### src/rtl/key_debounce_if.sv
// key_debounce_if: bundles the raw key line with the debounced level and
// change flag. The master side is the board/button (or a bench). The slave
// side is the debouncer.
interface key_debounce_if;
   logic key_raw;
   logic key_level;
   logic key_changed;

   modport master (
      output key_raw,
      input  key_level,
      input  key_changed
   );

   modport slave (
      input  key_raw,
      output key_level,
      output key_changed
   );
endinterface

### src/rtl/key_debounce.sv
// key_debounce: synchronizes a raw pushbutton/switch line into the clk domain.
// It rejects contact bounce with a stability counter and presents a clean
// active-high level plus a one-cycle change flag to the single-pulse stage.
//
// Optional feature macro: KEY_DEBOUNCE_REPEAT_EN
//   When it is defined, a held key (STABLE_HIGH) gets a one-cycle low gap in
//   key_level every REPEAT_CYCLES cycles. The downstream stage then re-fires
//   while the key is held. key_changed never pulses for these gaps.
module key_debounce #(
   parameter int STABLE_CYCLES = 4,
   parameter int ACTIVE_LOW_IN = 1,
   parameter int REPEAT_CYCLES = 8
) (
   input logic           clk,
   input logic           Reset,
   key_debounce_if.slave kif
);

   localparam int CNT_W = $clog2(STABLE_CYCLES);
   localparam logic [CNT_W-1:0] CNT_LAST = CNT_W'(STABLE_CYCLES - 1);
   localparam logic [CNT_W-1:0] CNT_ONE  = CNT_W'(1);

   // Both counts need at least two cycles. Smaller values would make the
   // counter widths degenerate.
   if (STABLE_CYCLES < 2 || REPEAT_CYCLES < 2) begin : g_bad_params
      $error("key_debounce: STABLE_CYCLES and REPEAT_CYCLES must be >= 2");
   end

   typedef enum logic [1:0] {
      STABLE_LOW,
      PEND_HIGH,
      STABLE_HIGH,
      PEND_LOW
   } state_t;

   state_t           state_q, state_d;
   logic [CNT_W-1:0] cnt_q, cnt_d;
   logic             s1_q, s1_d;
   logic             s2_q, s2_d;
   logic             level_q, level_d;
   logic             changed_q, changed_d;
   logic             key_in;

`ifdef KEY_DEBOUNCE_REPEAT_EN
   localparam int RPT_W = $clog2(REPEAT_CYCLES);
   localparam logic [RPT_W-1:0] RPT_LAST = RPT_W'(REPEAT_CYCLES - 1);

   logic [RPT_W-1:0] rpt_q, rpt_d;
`endif

   assign key_in          = (ACTIVE_LOW_IN != 0) ? ~kif.key_raw : kif.key_raw;
   assign kif.key_level   = level_q;
   assign kif.key_changed = changed_q;

   // Next-state logic: a two-flop synchronizer feeds a four-state stability
   // FSM. The output level flips only after STABLE_CYCLES agreeing samples.
   always_comb begin
      s1_d      = key_in;
      s2_d      = s1_q;
      state_d   = state_q;
      cnt_d     = cnt_q;
      level_d   = level_q;
      changed_d = 1'b0;
`ifdef KEY_DEBOUNCE_REPEAT_EN
      rpt_d     = '0;
`endif

      case (state_q)
         STABLE_LOW: begin
            level_d = 1'b0;
            if (s2_q) begin
               state_d = PEND_HIGH;
               cnt_d   = CNT_ONE;
            end else begin
               cnt_d   = '0;
            end
         end

         PEND_HIGH: begin
            if (!s2_q) begin
               state_d = STABLE_LOW;
               cnt_d   = '0;
            end else if (cnt_q == CNT_LAST) begin
               state_d   = STABLE_HIGH;
               cnt_d     = '0;
               level_d   = 1'b1;
               changed_d = 1'b1;
            end else begin
               cnt_d = cnt_q + CNT_ONE;
            end
         end

         STABLE_HIGH: begin
            level_d = 1'b1;
            if (!s2_q) begin
               state_d = PEND_LOW;
               cnt_d   = CNT_ONE;
            end else begin
               cnt_d = '0;
`ifdef KEY_DEBOUNCE_REPEAT_EN
               if (rpt_q == RPT_LAST) begin
                  level_d = 1'b0;
                  rpt_d   = '0;
               end else begin
                  rpt_d = rpt_q + RPT_W'(1);
               end
`endif
            end
         end

         PEND_LOW: begin
            level_d = 1'b1;
            if (s2_q) begin
               state_d = STABLE_HIGH;
               cnt_d   = '0;
            end else if (cnt_q == CNT_LAST) begin
               state_d   = STABLE_LOW;
               cnt_d     = '0;
               level_d   = 1'b0;
               changed_d = 1'b1;
            end else begin
               cnt_d = cnt_q + CNT_ONE;
            end
         end

         default: begin
            state_d = STABLE_LOW;
            cnt_d   = '0;
            level_d = 1'b0;
         end
      endcase
   end

   // All state registers. A synchronous active-low reset discards any pending
   // count, so a key held through reset is re-qualified from scratch.
   always_ff @(posedge clk) begin
      if (!Reset) begin
         s1_q      <= 1'b0;
         s2_q      <= 1'b0;
         state_q   <= STABLE_LOW;
         cnt_q     <= '0;
         level_q   <= 1'b0;
         changed_q <= 1'b0;
`ifdef KEY_DEBOUNCE_REPEAT_EN
         rpt_q     <= '0;
`endif
      end else begin
         s1_q      <= s1_d;
         s2_q      <= s2_d;
         state_q   <= state_d;
         cnt_q     <= cnt_d;
         level_q   <= level_d;
         changed_q <= changed_d;
`ifdef KEY_DEBOUNCE_REPEAT_EN
         rpt_q     <= rpt_d;
`endif
      end
   end

endmodule
### src/flat_wrapper.sv
// flat-port wrapper written by rule: the top's interface ports become plain ports
module key_debounce_flat 
#(
   parameter int STABLE_CYCLES = 4,
   parameter int ACTIVE_LOW_IN = 1,
   parameter int REPEAT_CYCLES = 8
)
  (clk, Reset, kif_key_raw, kif_key_level, kif_key_changed);
  key_debounce_if kif_i ();
  input logic clk;
  input logic Reset;
  input wire logic [$bits(kif_i.key_raw)-1:0] kif_key_raw;
  output wire logic [$bits(kif_i.key_level)-1:0] kif_key_level;
  output wire logic [$bits(kif_i.key_changed)-1:0] kif_key_changed;
  assign kif_i.key_raw = kif_key_raw;
  assign kif_key_level = kif_i.key_level;
  assign kif_key_changed = kif_i.key_changed;
  key_debounce #(.STABLE_CYCLES(STABLE_CYCLES), .ACTIVE_LOW_IN(ACTIVE_LOW_IN), .REPEAT_CYCLES(REPEAT_CYCLES)) u_core (.clk(clk), .Reset(Reset), .kif(kif_i));
endmodule
### config.mk
export PLATFORM = sky130hd
export DESIGN_NAME = key_debounce_flat
export DESIGN_NICKNAME = d
export VERILOG_FILES = /design/src/rtl/key_debounce_if.sv /design/src/rtl/key_debounce.sv /design/src/flat_wrapper.sv
export SDC_FILE = /design/constraint.sdc
export NUM_CORES = 1
export LEC_CHECK = 0
export CAP_MARGIN = 15
export CORE_AREA = 3 3 40 42
export CTS_BUF_LIST = sky130_fd_sc_hd__clkbuf_4 sky130_fd_sc_hd__clkbuf_8 sky130_fd_sc_hd__clkbuf_16
export CTS_CLUSTER_DIAMETER = 30
export DETAILED_ROUTE_END_ITERATION = 10
export DIE_AREA = 0 0 43 45
export GPL_TIMING_DRIVEN = 1
export PLACE_DENSITY = 0.56
export RECOVER_POWER = 25
export SYNTH_ARGS = -nofsm -noshare
export SYNTH_HDL_FRONTEND = slang
export SYNTH_SLANG_ARGS = --single-unit
### constraint.sdc
create_clock -name clk -period 3 [get_ports clk]
set_input_delay 0.45 -clock clk [delete_from_list [all_inputs] [get_ports clk]]
set_output_delay 0.45 -clock clk [all_outputs]
set_load 0.01 [all_outputs]
# [Yosys cells after proc, flatten, opt, wreduce, memory -nomap -nowiden]
# Cells that the tools add are included.
[totals] regBits=8 word_cells=43 in_bits=3 out_inout_bits=2
[classes] mux=22 n_addsub=1 n_bitwise=1 n_reduce_logical=3 n_eq_ne=10
[op_table] op="$mux W2" count=9
[op_table] op="$pmux W2 S4" count=2
[op_table] op="$mux W1" count=9
[op_table] op="$eq A2 B2 Y1 const B" count=3
[op_table] op="$ne A2 B1 Y1 const B" count=3
[op_table] op="$pmux W1 S4" count=1
[op_table] op="$reduce_and A4 Y1" count=1
[op_table] op="$ne A3 B1 Y1 const B" count=1
[op_table] op="$ne A3 B3 Y1 const B" count=1
[op_table] op="$add A2 B1 Y2 const B" count=1
[op_table] op="$eq A2 B1 Y1 const B" count=1
[op_table] op="$logic_not A2 Y1" count=1
[op_table] op="$ne A2 B2 Y1 const B" count=1
[op_table] op="$pmux W1 S2" count=1
[op_table] op="$reduce_and A2 Y1" count=1
[op_table] op="$not A1 Y1" count=1

# [Depth between registers and ports, before layout]
[logic_depth] word_depth=4 depth_mapped=5 mapped_depth_nobuf=5

# [Worst setup path before layout]
# No wires, ideal clock.
[synth_timing] kind="reg2reg" from="reg u_core.state_q[0]" to="reg u_core.level_q (netlist: u_core.kif.key_level)" setup_slack_ns=1.801 required_time_ns=2.899 path_buffers=0 path_stages_with_launch=5 period_less_slack_ns=1.199 setup_time_ns=0.101 arrival_ns=1.098 path_cell_list="dfxtp_1 > inv_1 > ha_1 > a21oi_1 > o41ai_1"
[synth_via] elab_chain_cells=3 elab_cells_between_ends=8 classes_between="5 x eq/ne; 1 x mux; 2 x reduce/logical"
[synth_lines] element="start: declaration" line_no="key_debounce.sv:36" rtl="state_t state_q, state_d;"
[synth_lines] element="start signal: assignment" line_no="key_debounce.sv:150" rtl="state_q <= state_d;"
[synth_lines] element="$eq A2 B1 Y1" line_no="key_debounce.sv:68" rtl="case (state_q)"
[synth_lines] element="$ne A2 B1 Y1 (no line)"
[synth_lines] element="$reduce_and A2 Y1 (no line)"
[synth_lines] element="end signal: assignment" line_no="key_debounce.sv:152" rtl="level_q <= level_d;"
[synth_lines] element="end: declaration" line_no="key_debounce.sv:40" rtl="logic level_q, level_d;"
# Several ways; a longest one is shown, not always the timed one.
# A chain may end at the register's enable or synchronous reset.

# [Worst setup path in the final report]
[layout_timing] from="reg u_core.level_q (netlist: u_core.kif.key_level)" to="out kif_key_level"
[layout_lines] element="end: declaration" line_no="flat_wrapper.sv:13" rtl="output wire logic [$bits(kif_i.key_level)-1:0] kif_key_level;"
# No word-level cell between the ends.

==> flow_summary.json <==
{
  "result_of_the_run": "completed",
  "cp.buffers_inverters": 1,
  "share_seq_of_total_power_pct": 42.6,
  "synth-main-ff-cell": "sky130_fd_sc_hd__dfxtp_1",
  "worstSetupEndpointType": "primary output",
  "fmaxAchievable_ghz": 0.643,
  "intPower_uw": 209,
  "count_of_standard_cell_rows": 13,
  "post_cts.resized_instances": 0,
  "startpoint": "u_core.kif.key_level",
  "gate_count_post_synth": 52,
  "synthesis.yosys.warnings": 0,
  "cellPowerDensity_nw_per_um2": 569,
  "grt_max_degree": 9,
  "part_of_the_total_power_dissipated_in_the_clock_network_pct": 25.8,
  "synthesis.area_per_instance_um2": 9.46,
  "endpoint_required_time_on_the_critical_path_ns": 2.55,
  "holdBufCountCts": 0,
  "ys_ff_latch": 8,
  "synth-seq-area-share_pct": 32.6,
  "crit_path_top_delay_cell": "sky130_fd_sc_hd__clkdlybuf4s50_1",
  "drt_first_iter_violations": 4,
  "r2r-end": "u_core.cnt_q[0]",
  "gr-total-overflow": 0,
  "worst_ep_arrival_time_ns": 1.11,
  "worstSetupPathType": "register to primary output",
  "synth_top_area_share_pct": 32.6,
  "critPathTopFamily": "buffers and inverters",
  "min_path_cells": 1,
  "fin_crit_sh_pct": 51.8,
  "max_slew.worst_pin.slew_ns": 0.309,
  "ant_nets": 0,
  "skew_ns": 0.000788,
  "detail_route.vias_per_cell": 4.95,
  "sw_frac_of_total_pct": 34.5,
  "clockRootBuffer": "sky130_fd_sc_hd__clkbuf_4",
  "num-nets-final": 73,
  "worst_hold_path.endpoint": "u_core.s2_q",
  "number_of_antenna_violations_at_the_first_check_in_global_routing": 0,
  "grt_use_total_pct": 11.3,
  "final_hold_viols": 0,
  "power.combinational.fraction_pct": 31.6,
  "cp_max_fo": 2,
  "number_of_search_and_repair_iterations_in_the_first_detailed_routing_pass": 4,
  "drive_above_1_share_pct": 6.90,
  "r2r_cells": 5,
  "p_switching_uw": 110,
  "setup_viol": 0,
  "post_cts_buffers": 0,
  "gp_congestion": 0.773,
  "area_growth_syn_to_layout_pct": 14.2,
  "critical_path_cell_sequence": "clkdlybuf4s50_1",
  "finalCriticalPeriod_ns": 1.56,
  "clock_latency_ns": 0.25,
  "cpPeakStageDelay_ns": 0.53,
  "io_buffer_count": 4,
  "initial_utilization_pct": 38.3,
  "synth.cell_area_um2": 492,
  "first_global_vias": 374,
  "unrepaired_setup_endpoints_after_global_routing": "false",
  "cts-htree-levels": 1,
  "synth_top_cell_by_area": "sky130_fd_sc_hd__dfxtp_1",
  "synthDistinctLibCells": 20,
  "cellLeakagePower_uw": 0.000235,
  "global_route_wire_length_before_repair_mm": 1.55,
  "tritoncts_sinks": 8,
  "die_area_um2": 1940,
  "slew_headroom_pct": 79.4,
  "stdcell_area_um2": 562,
  "tritoncts_clock_tree": "built",
  "synth_enable_flop_cells": 0,
  "fin_worst_hold_slack_ns": 0.439,
  "instance_area_after_placement_um2": 539,
  "async_flop_share_pct": 0,
  "holdCritStartpoint": "u_core.s1_q",
  "reg2reg_setup_slack_ns": 1.65,
  "post-route-util_pct": 43.7,
  "ctsLongestPathBuffers": 2,
  "drt-total-wl_um": 873,
  "design.core.area_um2": 1280,
  "cts-buffers-inserted": 3,
  "cap_viol_max_count": 0,
  "floorplan.die.height_um": 45,
  "total_number_of_vias": 361,
  "timing.setup.tns_ns": 0,
  "setup_ws_ns": 1.44,
  "yosys.cell_count.top_type": "sky130_fd_sc_hd__ha_1",
  "filler_cell_count": 131,
  "die_x_um": 43,
  "max_slew_vio_count": 0,
  "antennaDiodeCount": 0,
  "drt-wirelength-per-cell_um": 12.0,
  "post-dp-hpwl_um": 706,
  "yosys-top-cells-count": "10 x sky130_fd_sc_hd__ha_1, 8 x sky130_fd_sc_hd__dfxtp_1, 5 x sky130_fd_sc_hd__inv_1",
  "preCtsSetupSlack_ns": 1.36,
  "startpoint_types": "register",
  "vdd_drop_max_uv": 342,
  "holdCritPathClass": "register to register",
  "design.portCount": 5,
  "worst_setup_hold_path_clk_slew_ns": 0.05,
  "drc": 0,
  "postSynthNetCount": 65,
  "leading_post_synthesis_cells_by_cell_area": "sky130_fd_sc_hd__dfxtp_1 33%, sky130_fd_sc_hd__ha_1 25%, sky130_fd_sc_hd__mux2i_1 6.1%"
}
==> cells by family after synthesis <==
logic type | share of synthesized area [%]
AOI/OAI and AO/OA | 13.0
adders and majority gates | 25.4
buffers and inverters | 6.11
DFF | 32.6
muxes | 6.11
and+or+nand+nor | 16.8
==> final cells by class <==
| cell class | count | area [um2] | share of cell area [%] |
|---|---|---|---|
| Clock buffer | 3 | 22.5 | 4.01 |
| Inverter | 5 | 18.8 | 3.34 |
| Multi-Input combinational cell | 38 | 302 | 53.7 |
| Sequential cell | 8 | 160 | 28.5 |
| Tap cell | 15 | 18.8 | 3.34 |
| Timing Repair Buffer | 4 | 40.0 | 7.13 |
==> stage by stage <==
| step | power [uW] | cells |
|---|---|---|
| floorplan | 212 | 52 |
| global placement | 241 | 70 |
| detailed placement | 242 | 70 |
| CTS | 324 | 73 |
| global route | 349 | 73 |
| finish | 320 | 73 |
==> power by group through the flow <==
stage                     sequential [uW]  combinational [uW]  clock [uW]
final                                 136                 101        82.4
after global routing                  139                 118        92.1
after CTS                             137                 103        84.7
after detailed placement              140                 102           0
after global placement                139                 102           0
after floorplan                       134                77.8           0
==> worst max-delay path by stage <==
stage	endpoint	cells after the start	slack, ns
3_5_place_dp	u_core.kif.key_level	3	1.36
3_3_place_gp	u_core.kif.key_level	3	1.38
6_report	kif_key_level	1	1.44
2_1_floorplan	u_core.kif.key_level	4	1.80
5_1_grt	kif_key_level	1	1.40
4_1_cts	kif_key_level	1	1.43
==> layout by cell type (no fill, tap or decap), drive strengths merged, types with 2 or more instances in the layout <==
master,synthesis,layout
ha,10,10
dfxtp,8,8
inv,5,5
nand2,4,4
nor2,4,4
mux2i,3,3
nand2b,3,3
clkbuf,0,3
clkdlybuf4s50,0,3
nand3,2,2
a21oi,2,2
==> routing by layer <==
layer  share of wire (%)  vias up  track usage [%]
met5                   0        -                0
met4                   0        0             3.61
met3                 5.2        0             5.98
met2                  45        5             18.0
met1                  50      165             13.0
li1                    -      191                -
No activity file was read; power rests on OpenSTA's default activity.
